**src/rtl/mem_arbiter.sv**
```systemverilog
// mem_arbiter: shares the single-port main memory between instruction fetch
// and the load/store data path. One transaction at a time:
// IDLE -> ISSUE -> WAIT (MEM_LAT cycles) -> ACK -> IDLE.
// Optional build macro MEM_ARB_RR_EN: round-robin on simultaneous requests.
// Without it, data always wins a tie.
module mem_arbiter #(
    parameter int DW      = 32,
    parameter int AW      = 16,
    parameter int MEM_LAT = 2    // legal range 1..15
) (
    input  logic          clk,
    input  logic          rst,
    input  logic          if_req,
    input  logic [AW-1:0] if_addr,
    output logic          if_ack,
    output logic [DW-1:0] if_rdata,
    input  logic          d_req,
    input  logic          d_we,
    input  logic [AW-1:0] d_addr,
    input  logic [DW-1:0] d_wdata,
    output logic          d_ack,
    output logic [DW-1:0] d_rdata,
    output logic          mem_en,
    output logic          mem_we,
    output logic [AW-1:0] mem_addr,
    output logic [DW-1:0] mem_wdata,
    input  logic [DW-1:0] mem_rdata,
    output logic          busy
);

    typedef enum logic [1:0] {
        IDLE  = 2'd0,
        ISSUE = 2'd1,
        WAIT  = 2'd2,
        ACK   = 2'd3
    } state_t;

    localparam logic       OWN_IF = 1'b0;
    localparam logic       OWN_D  = 1'b1;
    localparam logic [3:0] LAT    = 4'(MEM_LAT);

    state_t     state;
    logic       owner;      // requester being served in this transaction
    logic       lat_we;     // latched write enable of the winner
    logic [3:0] wait_cnt;
    logic       grant_d;    // 1 when the data path wins arbitration in IDLE

`ifdef MEM_ARB_RR_EN
    logic last_owner;

    // Tie goes to whichever requester was not served last
    assign grant_d = d_req && (!if_req || (last_owner == OWN_IF));
`else
    // Fixed priority: data wins every tie
    assign grant_d = d_req;
`endif

    assign busy = (state != IDLE);

    // Transaction sequencer with registered memory-port and handshake outputs
    always_ff @(posedge clk) begin
        if (rst) begin
            state     <= IDLE;
            owner     <= OWN_IF;
            lat_we    <= 1'b0;
            wait_cnt  <= 4'd0;
            if_ack    <= 1'b0;
            d_ack     <= 1'b0;
            if_rdata  <= '0;
            d_rdata   <= '0;
            mem_en    <= 1'b0;
            mem_we    <= 1'b0;
            mem_addr  <= '0;
            mem_wdata <= '0;
`ifdef MEM_ARB_RR_EN
            last_owner <= OWN_IF;
`endif
        end else begin
            // NOTE: non-blocking assignments throughout; these defaults make
            // every pulse output drop after one cycle unless re-asserted below.
            if_ack    <= 1'b0;
            d_ack     <= 1'b0;
            mem_en    <= 1'b0;
            mem_we    <= 1'b0;
            mem_addr  <= '0;
            mem_wdata <= '0;

            case (state)
                IDLE: begin
                    if (if_req || d_req) begin
                        // The memory-port registers hold the latched address
                        // and write data for the ISSUE cycle.
                        owner     <= grant_d ? OWN_D : OWN_IF;
                        lat_we    <= grant_d && d_we;
                        mem_en    <= 1'b1;
                        mem_we    <= grant_d && d_we;
                        mem_addr  <= grant_d ? d_addr : if_addr;
                        mem_wdata <= grant_d ? d_wdata : '0;
`ifdef MEM_ARB_RR_EN
                        last_owner <= grant_d ? OWN_D : OWN_IF;
`endif
                        state     <= ISSUE;
                    end
                end

                ISSUE: begin
                    wait_cnt <= LAT;
                    state    <= WAIT;
                end

                WAIT: begin
                    wait_cnt <= wait_cnt - 4'd1;
                    if (wait_cnt == 4'd1) begin
                        // Read data is valid on this cycle; stores capture nothing
                        if (!lat_we) begin
                            if (owner == OWN_D) d_rdata  <= mem_rdata;
                            else                if_rdata <= mem_rdata;
                        end
                        if (owner == OWN_D) d_ack  <= 1'b1;
                        else                if_ack <= 1'b1;
                        state <= ACK;
                    end
                end

                ACK: begin
                    state <= IDLE;
                end
            endcase
        end
    end

endmodule
```
**config.mk**
```make
export PLATFORM = sky130hd
export DESIGN_NAME = mem_arbiter
export DESIGN_NICKNAME = d
export VERILOG_FILES = /design/src/rtl/mem_arbiter.sv
export SDC_FILE = /design/constraint.sdc
export NUM_CORES = 1
export LEC_CHECK = 0
export BUFFER_PORTS_ARGS = -buffer_cell sky130_fd_sc_hd__buf_2
export CAP_MARGIN = 25
export CORE_MARGIN = 2
export CORE_UTILIZATION = 40
export CTS_CLUSTER_DIAMETER = 200
export DETAILED_ROUTE_END_ITERATION = 8
export PLACE_DENSITY_LB_ADDON = 0.12
export SKIP_CTS_REPAIR_TIMING = 1
export SYNTH_ARGS = -nofsm -noshare
export SYNTH_HDL_FRONTEND = slang
export SYNTH_SLANG_ARGS = --single-unit
export TNS_END_PERCENT = 20
```
**constraint.sdc**
```tcl
create_clock -name clk -period 4.7 [get_ports clk]
set_input_delay 0.94 -clock clk [delete_from_list [all_inputs] [get_ports clk]]
set_output_delay 0.94 -clock clk [all_outputs]
set_load 0.01 [all_outputs]
```
# Yosys cells after proc, flatten, opt, wreduce, memory -nomap -nowiden
# Index checks and enable logic that the tools add are counted.
# Widths: inputs -> output; s select.
# word_totals
input_bits	101
wordCells	48
ff_bits	124
# op_classes
n_mux	9
n_reduce_logical	13
add_sub_neg	1
bitwise	7
n_eq_ne	6
# op_table
cell	count
$mux 16	1
$pmux 2 s4	1
$pmux 4 s2	1
$reduce_and 4->1	2
$not 1->1	7
$reduce_or 3->1	2
$eq 2x2->1 const B	2
$eq 4x1->1 const B	1
$mux 1	4
$mux 2	2
$ne 2x2->1 const B	2
$reduce_and 2->1	2
$reduce_bool 2->1	2
$reduce_or 4->1	1
$sub 4x1->4 const B	1
$eq 2x1->1 const B	1
$logic_not 2->1	1
$reduce_or 2->1	1
$logic_and 1x1->1	1
$logic_or 1x1->1	1

# Logic depth before layout (Yosys ltp)
# Gate-level depths: netlist of run 1.
# depth
depth_word	3
ltp_mapped	7
depth_no_buf	5

# Worst setup path before layout of run 1
# OpenSTA, ideal clock, no wires.
# synth_path
kind	input to register
from	input port rst
to	register mem_addr[10]
path_buffers	3
path_stages	5
slack_ns	2.689
t_arrival_ns	1.883
t_required_ns	4.572
cell_sequence	clkbuf_1 -> or2_2 -> clkbuf_1 -> clkbuf_1 -> nor2_1
# synth_between
elab_chain_len	1
# synth_rtl
item	line	source
start: declaration	12	input logic rst,
$reduce_or 3->1 (no line)	--	
end signal: assignment	97	mem_addr <= grant_d ? d_addr : if_addr;
end: declaration	25	output logic [AW-1:0] mem_addr,
# Every way passes these cells.
# A chain may end at the register's enable or synchronous reset.

# Worst setup path in the final report of run 1
# layout_path
from	register state[1]
to	output port busy
# layout_between
elab_chain_len	1
# layout_rtl
item	line	source
start: declaration	42	state_t state;
start signal: assignment	63	state <= IDLE;
start signal: assignment	102	state <= ISSUE;
start signal: assignment	108	state <= WAIT;
$reduce_bool 2->1	58	assign busy = (state != IDLE);
end: declaration	28	output logic busy
# Every way passes these cells.

==> results of run 1 <==
==> placed cells by master (no fill, tap or decap), drive strengths merged <==
| cell | n |
|---|---|
| a32oi | 1 |
| clkinv | 6 |
| nand2 | 4 |
| nor3 | 1 |
| nor2 | 19 |
| o31a | 1 |
| nand3 | 1 |
| and2 | 33 |
| a311oi | 1 |
| a221oi | 1 |
| bufinv | 3 |
| buf | 223 |
| mux2i | 81 |
| or4 | 2 |
| nor3b | 1 |
| nor4 | 4 |
| o32ai | 1 |
| nand4b | 2 |
| nand2b | 100 |
| nor2b | 1 |
| o21ai | 3 |
| clkbuf | 21 |
| inv | 9 |
| or2 | 1 |
| ha | 4 |
| a21oi | 4 |
| dfxtp | 124 |
==> registers in the layout, indices dropped and copies added, names as in the netlist <==
name	flops
state	2
d_rdata	32
if_rdata	32
d_ack	1
wait_cnt	4
mem_we	1
if_ack	1
mem_en	1
owner	1
lat_we	1
mem_addr	16
mem_wdata	32
==> worst register-to-register path, stage by stage, from the launching register on <==
cell	delay, ps
dfxtp_1	290
inv_1	90
ha_1	340
nand2b_2	170
or4_1	800
mux2i_1	230
==> per-stage QoR <==
step,hold slack (ps),total power (W),worst slack (ps),instances,utilization (%)
floorplan,463,0.00142,2690,426,-
global placement,454,0.00156,2250,764,51.1
detailed placement,460,0.00158,2160,764,51.1
CTS,472,0.00287,2420,794,56.3
global route,485,0.00297,2360,795,56.4
finish,470,0.00283,2450,795,56.4
==> per-layer routing <==
metal / vias up / GRT usage (%)
met5: - / 0
met3: 13 / 8.04
li1: 1816 / -
met1: 1575 / 19.6
met4: 0 / 7.41
met2: 141 / 29.7
==> final timing paths <==
check                           depth (start not counted)    startpoint  slack (ps)           end
worst max-delay path                                    4      state[1]        2450          busy
worst min-delay path                                    2  if_rdata[18]         470  if_rdata[18]
worst max register to register                          5      state[0]        2620   if_rdata[1]
worst min register to register                          2  if_rdata[18]         470  if_rdata[18]
==> cells in the mapped netlist <==
| cell | count | area, um^2 |
|---|---|---|
| a21oi_1 | 4 | 20.0 |
| a221oi_1 | 1 | 8.76 |
| a311oi_1 | 1 | 8.76 |
| a32oi_1 | 1 | 8.76 |
| and2_1 | 33 | 206 |
| buf_2 | 6 | 30.0 |
| buf_6 | 3 | 33.8 |
| clkbuf_1 | 18 | 67.6 |
| dfxtp_1 | 124 | 2480 |
| ha_1 | 4 | 50.1 |
| inv_1 | 9 | 33.8 |
| mux2i_1 | 81 | 811 |
| nand2_1 | 4 | 15.0 |
| nand2b_1 | 99 | 619 |
| nand2b_2 | 1 | 8.76 |
| nand3_1 | 1 | 5.00 |
| nand4b_1 | 2 | 17.5 |
| nor2_1 | 19 | 71.3 |
| nor2b_1 | 1 | 6.26 |
| nor3_1 | 1 | 5.00 |
| nor3b_1 | 1 | 7.51 |
| nor4_1 | 3 | 18.8 |
| nor4_2 | 1 | 12.5 |
| o21ai_0 | 3 | 15.0 |
| o31a_1 | 1 | 8.76 |
| o32ai_1 | 1 | 8.76 |
| or2_2 | 1 | 6.26 |
| or4_1 | 2 | 15.0 |
==> area by class of cell <==
class                   count  area [um^2]
clock buffers              21          460
clock inverters             9          120
fillers                  1025         4930
inverters                   9         33.8
multi-input cells         266         1970
flip-flops and latches    124         2480
well taps                 143          179
repair buffers            223         1140
==> where the power goes <==
group | switching, W | total (W) | internal, W | leakage, nW
clock network | 0.000434 | 0.00128 | 0.000848 | 0.292
registers | 0.0000305 | 0.00116 | 0.00113 | 1.01
logic | 0.000219 | 0.000392 | 0.000174 | 1.93
==> cells by family (layout without fill, tap and decap cells) <==
group                    Yosys count  in the layout  synth area share (%)
AO/OA/AOI/OAI                     12             12                  1.71
adder cells (fa/ha/maj)            4              4                  1.09
flip-flops                       124            124                  53.9
AND/OR/NAND/NOR                  169            169                  22.0
buffers and inverters             36            262                  3.59
multiplexers                      81             81                  17.6
==> results_dict.tcl, run 1 <==
set metrics [dict create \
    placement.io_buffers 217 \
    top_metal_layer_carrying_routed_signals "met4" \
    critical_path.startpoint_type "register" \
    max_freq_mhz 445 \
    grt_setup_unrepaired "no" \
    dr_wl_met2_um 5140 \
    wl_per_cell_um 13.4 \
    top_level_ports 218 \
    worst_setup_hold_path_clk_slew_ps 50 \
    detailedRoute.firstIterationViolations 162 \
    slew-limit-headroom_pct 49.3 \
    grt_start_max_net_pins 77 \
    gpl_wtd_cong 0.724 \
    finalMaxSlewViolations 0 \
    yosys_warning_count 0 \
    critical_path.most_common_cell "inv_1" \
    drt_pre_antenna_iters 4 \
    fin_area_mm2 0.00639 \
    crit_arrival_ps 1310 \
    cell_area_placed_mm2 0.00579 \
    areaGrowthSynthToFinish_pct 38.8 \
    final_period_minus_worst_setup_slack_ps 2250 \
    cts_tree "yes" \
    die_y_um 111 \
    post_drt_via_cell_ratio 4.46 \
    detailroute.via_count 3545 \
    ctsHtreeMaxLevel 4 \
    die_width_um 111 \
    hp-class "reg2reg" \
    synth.net_count 531 \
    initial_utilization_pct 40.6 \
    fin_tns_setup_ps 0 \
    grt_overflow 0 \
    timing.final.hold_violations 0 \
    critical-path-slowest-cell "dfxtp_1" \
    path_cells "inv_1, ha_1, inv_1, buf_2" \
    syn_area_mm2 0.00460 \
    fin_nets 746 \
    detail_route.wirelength.met1_um 4410 \
    antenna_cells_inserted 0 \
    post-route-drc-count 0 \
    cts-root-to-sink-buffers 2 \
    clock_sink_count 124 \
    maximum_net_fanout_on_the_critical_path 5 \
    seq_area_frac_synth_pct 53.9 \
    antenna_found_initial 0 \
    detail-route-antenna-nets 0 \
    outcome "finished clean" \
    totalWireLength_um 10700 \
    ir_drop_worst_vdd_mv 0.287 \
    worstSetupEndpointType "output port" \
    cts_buffers 17 \
    synthDistinctLibCells 28 \
    num_rows 39 \
    worstSkewPairLatency_ps 410 \
    final_worst_clock_skew_ps 11.1 \
    fp.coreArea_mm2 0.0113 \
    pwr_density_cell_mw_per_mm2 444 \
    max_stage_delay_ps 350 \
    cts_root_buffer "clkbuf_16" \
    required_time_at_the_endpoint_of_the_critical_path_ps 3760 \
    timing_worst_setup_path_type "reg2out" \
    floorplan.die_area_mm2 0.0124 \
    post_route_cells_drive_above_1_share_pct 39.1 \
    hpwlAfterDp_um 7740 \
    first_global_vias 3537 \
    post-route-period-util_pct 47.8 \
    cellLeakagePower_nw 3.23 \
    critical_path_buf_inv_count 3 \
    maxCapViolCount 0 \
    worst_tran_pin_value_ps 760 \
    ys_seq_elements 124 \
    global_route.usage.total_pct 17.8 \
    setup_viol 0 \
    cpLargestDelayFamily "flip-flops" \
    grt_first_pass_wirelength_um 17200 \
    avgSynthCellArea_um2 10.8 \
    wl_met3_um 998 \
    synthesis.instances 426 \
]
Power figures use the tool's default switching activity.
==> inputs of run 2 (changes only) <==
clock period = 2.3 ns   (was 4.7 ns; I/O delays follow)
==> results_dict.tcl, run 2 (synthesis results as in run 1) <==
set metrics [dict create \
    post_drt_via_cell_ratio 4.51 \
    min_to "mem_wdata[7]" \
    timing.final.hold_violations 0 \
    r2r-end "d_rdata[23]" \
    fin_ws_ps 436 \
    fin_nets 746 \
    intPower_w 0.00408 \
    hp-class "in2reg" \
    worst_setup_hold_path_clk_slew_ps 60 \
    max_freq_mhz 537 \
    timing_worst_setup_path_type "reg2reg" \
    final_worst_clock_skew_ps 7.12 \
    clock_power_share_pct 43.3 \
    slew-limit-headroom_pct 64.6 \
    detail-route-antenna-nets 0 \
    comb_power_share_pct 14.4 \
    r2r_cells 6 \
    global_route.usage.total_pct 17.7 \
    placed_cells 765 \
    wl_per_cell_um 13.5 \
    required_time_at_the_endpoint_of_the_critical_path_ps 2580 \
    worst_tran_pin_value_ps 530 \
    maximum_net_fanout_on_the_critical_path 20 \
    final_period_minus_worst_setup_slack_ps 1860 \
    antenna_found_initial 0 \
    pwr_density_cell_mw_per_mm2 882 \
    ir_drop_worst_vdd_mv 0.513 \
    finalMaxSlewViolations 0 \
    cts_root_buffer "clkbuf_16" \
    setup_viol 0 \
    mostFrequentLayoutCells "buf_2, dfxtp_1, nand2b_1" \
    cellLeakagePower_nw 3.19 \
    top_level_ports 218 \
    clock_sink_count 124 \
    fp.coreArea_mm2 0.0113 \
    dp_slack_ps 469 \
    swShare_pct 27.2 \
    critical_path.startpoint_type "register" \
    floorplan.die_area_mm2 0.0124 \
    seq_pwr_share_pct 42.3 \
    gpl_wtd_cong 0.756 \
    initial_utilization_pct 40.6 \
    areaGrowthSynthToFinish_pct 38.2 \
    die_width_um 111 \
    fin_tns_setup_ps 0 \
    grt_first_pass_wirelength_um 17500 \
    cts_buffers 17 \
    placement.io_buffers 217 \
    first_global_vias 3609 \
    layout_top_registers "d_rdata (32), if_rdata (32), mem_wdata (32)" \
    worst_r2r_startpoint "state[0]" \
    maxCapViolCount 0 \
    detailroute.via_count 3596 \
    min_delay_path_depth 2 \
    cts-root-to-sink-buffers 2 \
    num_rows 39 \
    r2r_setup_slack_ps 440 \
    post-route-drc-count 0 \
    die_y_um 111 \
    hpwlAfterDp_um 7810 \
    seqCellArea_mm2 0.00248 \
    finish.cell_count_without_fillers 797 \
    n_fill_cell 1032 \
    p_sw_w 0.00152 \
    worstSetupEndpointType "register" \
    area_used_by_multi_input_combinational_logic_mm2 0.00197 \
    worstHoldStart "d_wdata[7]" \
    post_route_cells_drive_above_1_share_pct 39.6 \
    worstSkewPairLatency_ps 400 \
    drt_pre_antenna_iters 4 \
    grt_setup_unrepaired "no" \
    grt_start_max_net_pins 85 \
    detailedRoute.firstIterationViolations 169 \
    crit_arrival_ps 2140 \
    ctsHtreeMaxLevel 4 \
    fin_worst_hold_slack_ps 248 \
    grt_overflow 0 \
    power.total_w 0.00561 \
    outcome "finished clean" \
    post-route-period-util_pct 81.0 \
    leading_cell_type_in_the_layout_fill_and_taps_excluded "buf_2" \
    cts_tree "yes" \
    totalWireLength_um 10800 \
    antenna_cells_inserted 0 \
]
==> run 2: worst max-delay path by stage <==
stage | from | end
finish | state[0] | d_rdata[23]
global route | state[0] | d_rdata[13]
CTS | state[0] | d_rdata[16]
floorplan | state[0] | if_rdata[10]
global placement | state[0] | d_rdata[17]
detailed placement | state[0] | d_rdata[27]
==> run 2: per-layer routing <==
metal | GRT usage, % | wire (um) | vias up
met4 | 7.98 | 183 | 0
met1 | 20.5 | 4540 | 1610
met2 | 29.1 | 5150 | 144
li1 | - | - | 1826
met3 | 6.89 | 925 | 16
met5 | 0 | 0 | -
==> run 2: layout make-up <==
| class | instances | share of cell area, % |
|---|---|---|
| timing repair buffer | 223 | 18.0 |
| tap | 143 | 2.81 |
| clock inverter | 14 | 1.75 |
| multi-input combinational | 266 | 31.0 |
| clock buffer | 18 | 6.91 |
| sequential | 124 | 39.0 |
| inverter | 9 | 0.531 |
==> run 2: power by group through the flow <==
stage	Clock (W)	Combinational [W]	Sequential, W
after global placement	0	0.000787	0.00241
after detailed placement	0	0.000818	0.00241
after floorplan	0	0.000436	0.00247
after CTS	0.00251	0.000819	0.00237
after global routing	0.00262	0.000903	0.00239
final	0.00243	0.000805	0.00237
==> run 2: critical path, cell delays in order, from the launching register on <==
cell      delay (ps)
dfxtp_1          290
inv_1             90
ha_1             340
nand2b_2         170
or4_1            430
buf_4            270
mux2i_1          150
==> run 2: metrics by stage <==
stage / area [um^2] / util [%]
final: 6360 / 56.2
after CTS: 6360 / 56.2
after detailed placement: 5810 / 51.3
after global placement: 5810 / 51.3
after floorplan: 4600 / -
after global routing: 6360 / 56.2
==> inputs of run 3 (changes only) <==
clock period = 1.6 ns   (was 2.3 ns; I/O delays follow)
==> results_dict.tcl, run 3 (synthesis results as in run 1) <==
set metrics [dict create \
    detailroute.via_count 3626 \
    path_cells "inv_2, ha_4, nand2b_4, or4_4, buf_12, mux2i_2" \
    maximum_net_fanout_on_the_critical_path 10 \
    totalWireLength_um 10900 \
    cts_tree "yes" \
    floorplan.die_area_mm2 0.0124 \
    max_stage_delay_ps 520 \
    finalMaxSlewViolations 0 \
    max_freq_mhz 642 \
    cts_root_buffer "clkbuf_16" \
    die_y_um 111 \
    grt_start_max_net_pins 88 \
    hp-class "in2reg" \
    initial_utilization_pct 40.6 \
    hpwlAfterDp_um 7810 \
    areaGrowthSynthToFinish_pct 45.4 \
    ctsHtreeMaxLevel 4 \
    utilization_pct 59.1 \
    grt_first_pass_wirelength_um 17100 \
    final_worst_clock_skew_ps 7.09 \
    post-route-drc-count 0 \
    antenna_cells_inserted 0 \
    antenna_found_initial 0 \
    top_level_ports 218 \
    ir_drop_worst_vdd_mv 0.902 \
    clock_sink_count 124 \
    first_global_vias 3645 \
    cpLargestDelayFamily "simple AND/OR/NAND/NOR gates" \
    crit_arrival_ps 1850 \
    required_time_at_the_endpoint_of_the_critical_path_ps 1890 \
    worst_r2r_startpoint "wait_cnt[1]" \
    cts_buffers 17 \
    num_rows 39 \
    wl_per_cell_um 13.5 \
    post_drt_via_cell_ratio 4.48 \
    placement.io_buffers 217 \
    timing.final.hold_violations 0 \
    cp-startpoint "wait_cnt[1]" \
    setup_viol 0 \
    global_route.usage.total_pct 17.5 \
    outcome "finished clean" \
    cellLeakagePower_nw 3.33 \
    leading_cell_type_in_the_layout_fill_and_taps_excluded "buf_2" \
    worstSkewPairLatency_ps 410 \
    maxCapViolCount 0 \
    grt_overflow 0 \
    detailedRoute.firstIterationViolations 180 \
    detail-route-antenna-nets 0 \
    gpl_wtd_cong 0.744 \
    finish.cell_count_without_fillers 809 \
    n_fill_cell 988 \
    drt_pre_antenna_iters 4 \
    worst_tran_pin_value_ps 381 \
    post-route-period-util_pct 97.4 \
    worstHoldStart "d_wdata[4]" \
    layout_top_registers "d_rdata (32), if_rdata (32), mem_wdata (32)" \
    critical_path.startpoint_type "register" \
    fin_nets 758 \
    worstSetupEndpointType "register" \
    mostFrequentLayoutCells "buf_2, dfxtp_1, nand2b_1" \
    worst_setup_hold_path_clk_slew_ps 60 \
    timing_worst_setup_path_type "reg2reg" \
    cts-root-to-sink-buffers 2 \
    post_route_cells_drive_above_1_share_pct 42.0 \
    fp.coreArea_mm2 0.0113 \
    grt_setup_unrepaired "yes" \
    pwr_density_cell_mw_per_mm2 1320 \
    final_period_minus_worst_setup_slack_ps 1560 \
    critical-path-slowest-cell "or4_4" \
    die_width_um 111 \
    critical_path_buf_inv_count 2 \
    placed_cells 773 \
    slew-limit-headroom_pct 74.5 \
]
## run 3: changes by cell type in the layout (fill, tap and decap cells not counted), moves of 3 or more
cell and delta:
buf_12 +4, buf_4 +4, buf_6 +3, bufinv_16 +4, clkbuf_1 +3, clkinvlp_4 -4, dfxtp_1 -3, ha_1 -3
ha_4 +3, inv_6 -5
## run 3: metal layers
layer	global-route usage [%]	share of wire (%)	vias up
met2	28.1	47	143
met5	0	0	-
met4	7.57	1.5	0
li1	-	-	1850
met3	8.15	8.9	16
met1	19.8	43	1617
## run 3: worst register-to-register path, cell delays in order (launching register included)
cell and delay [ps]:
dfxtp_2 320, inv_2 70, ha_4 140, nand2b_4 60
or4_4 520, buf_12 180, mux2i_2 150
## run 3: where the power goes
group | total [W] | internal (W) | switching, W
Combinational | 0.00139 | 0.000682 | 0.000712
Sequential | 0.00342 | 0.00333 | 0.0000957
Clock | 0.00402 | 0.00269 | 0.00133
## run 3: path summary, 6_finish.rpt
check / depth (start not counted) / endpoint / slack [ps]
max: 6 / d_rdata[25] / 40
max reg2reg: 6 / d_rdata[25] / 40
min reg2reg: 2 / d_rdata[30] / 470
min: 2 / mem_wdata[4] / 110
## run 3: area by class of cell
class	instances	area, um^2	share of cell area [%]
clock buffers	22	464	6.94
clock inverters	10	163	2.43
inverters	9	33.8	0.505
multi-input cells	266	2040	30.5
flip-flops and latches	124	2490	37.2
well taps	143	179	2.67
repair buffers	235	1320	19.8
## run 3: metrics by stage
stage                     TNS [ps]  instance area (um^2)  setup WS (ps)  power, W  hold WS (ps)
after floorplan                  0                  4630           16.4   0.00421           442
after global placement           0                  5930           8.98   0.00471           456
after detailed placement      -427                  5930          -30.0   0.00475           461
after CTS                     -646                  6560          -89.5   0.00881          87.9
after global routing          -121                  6690          -36.8   0.00924          86.4
final                            0                  6690           42.1   0.00884           107
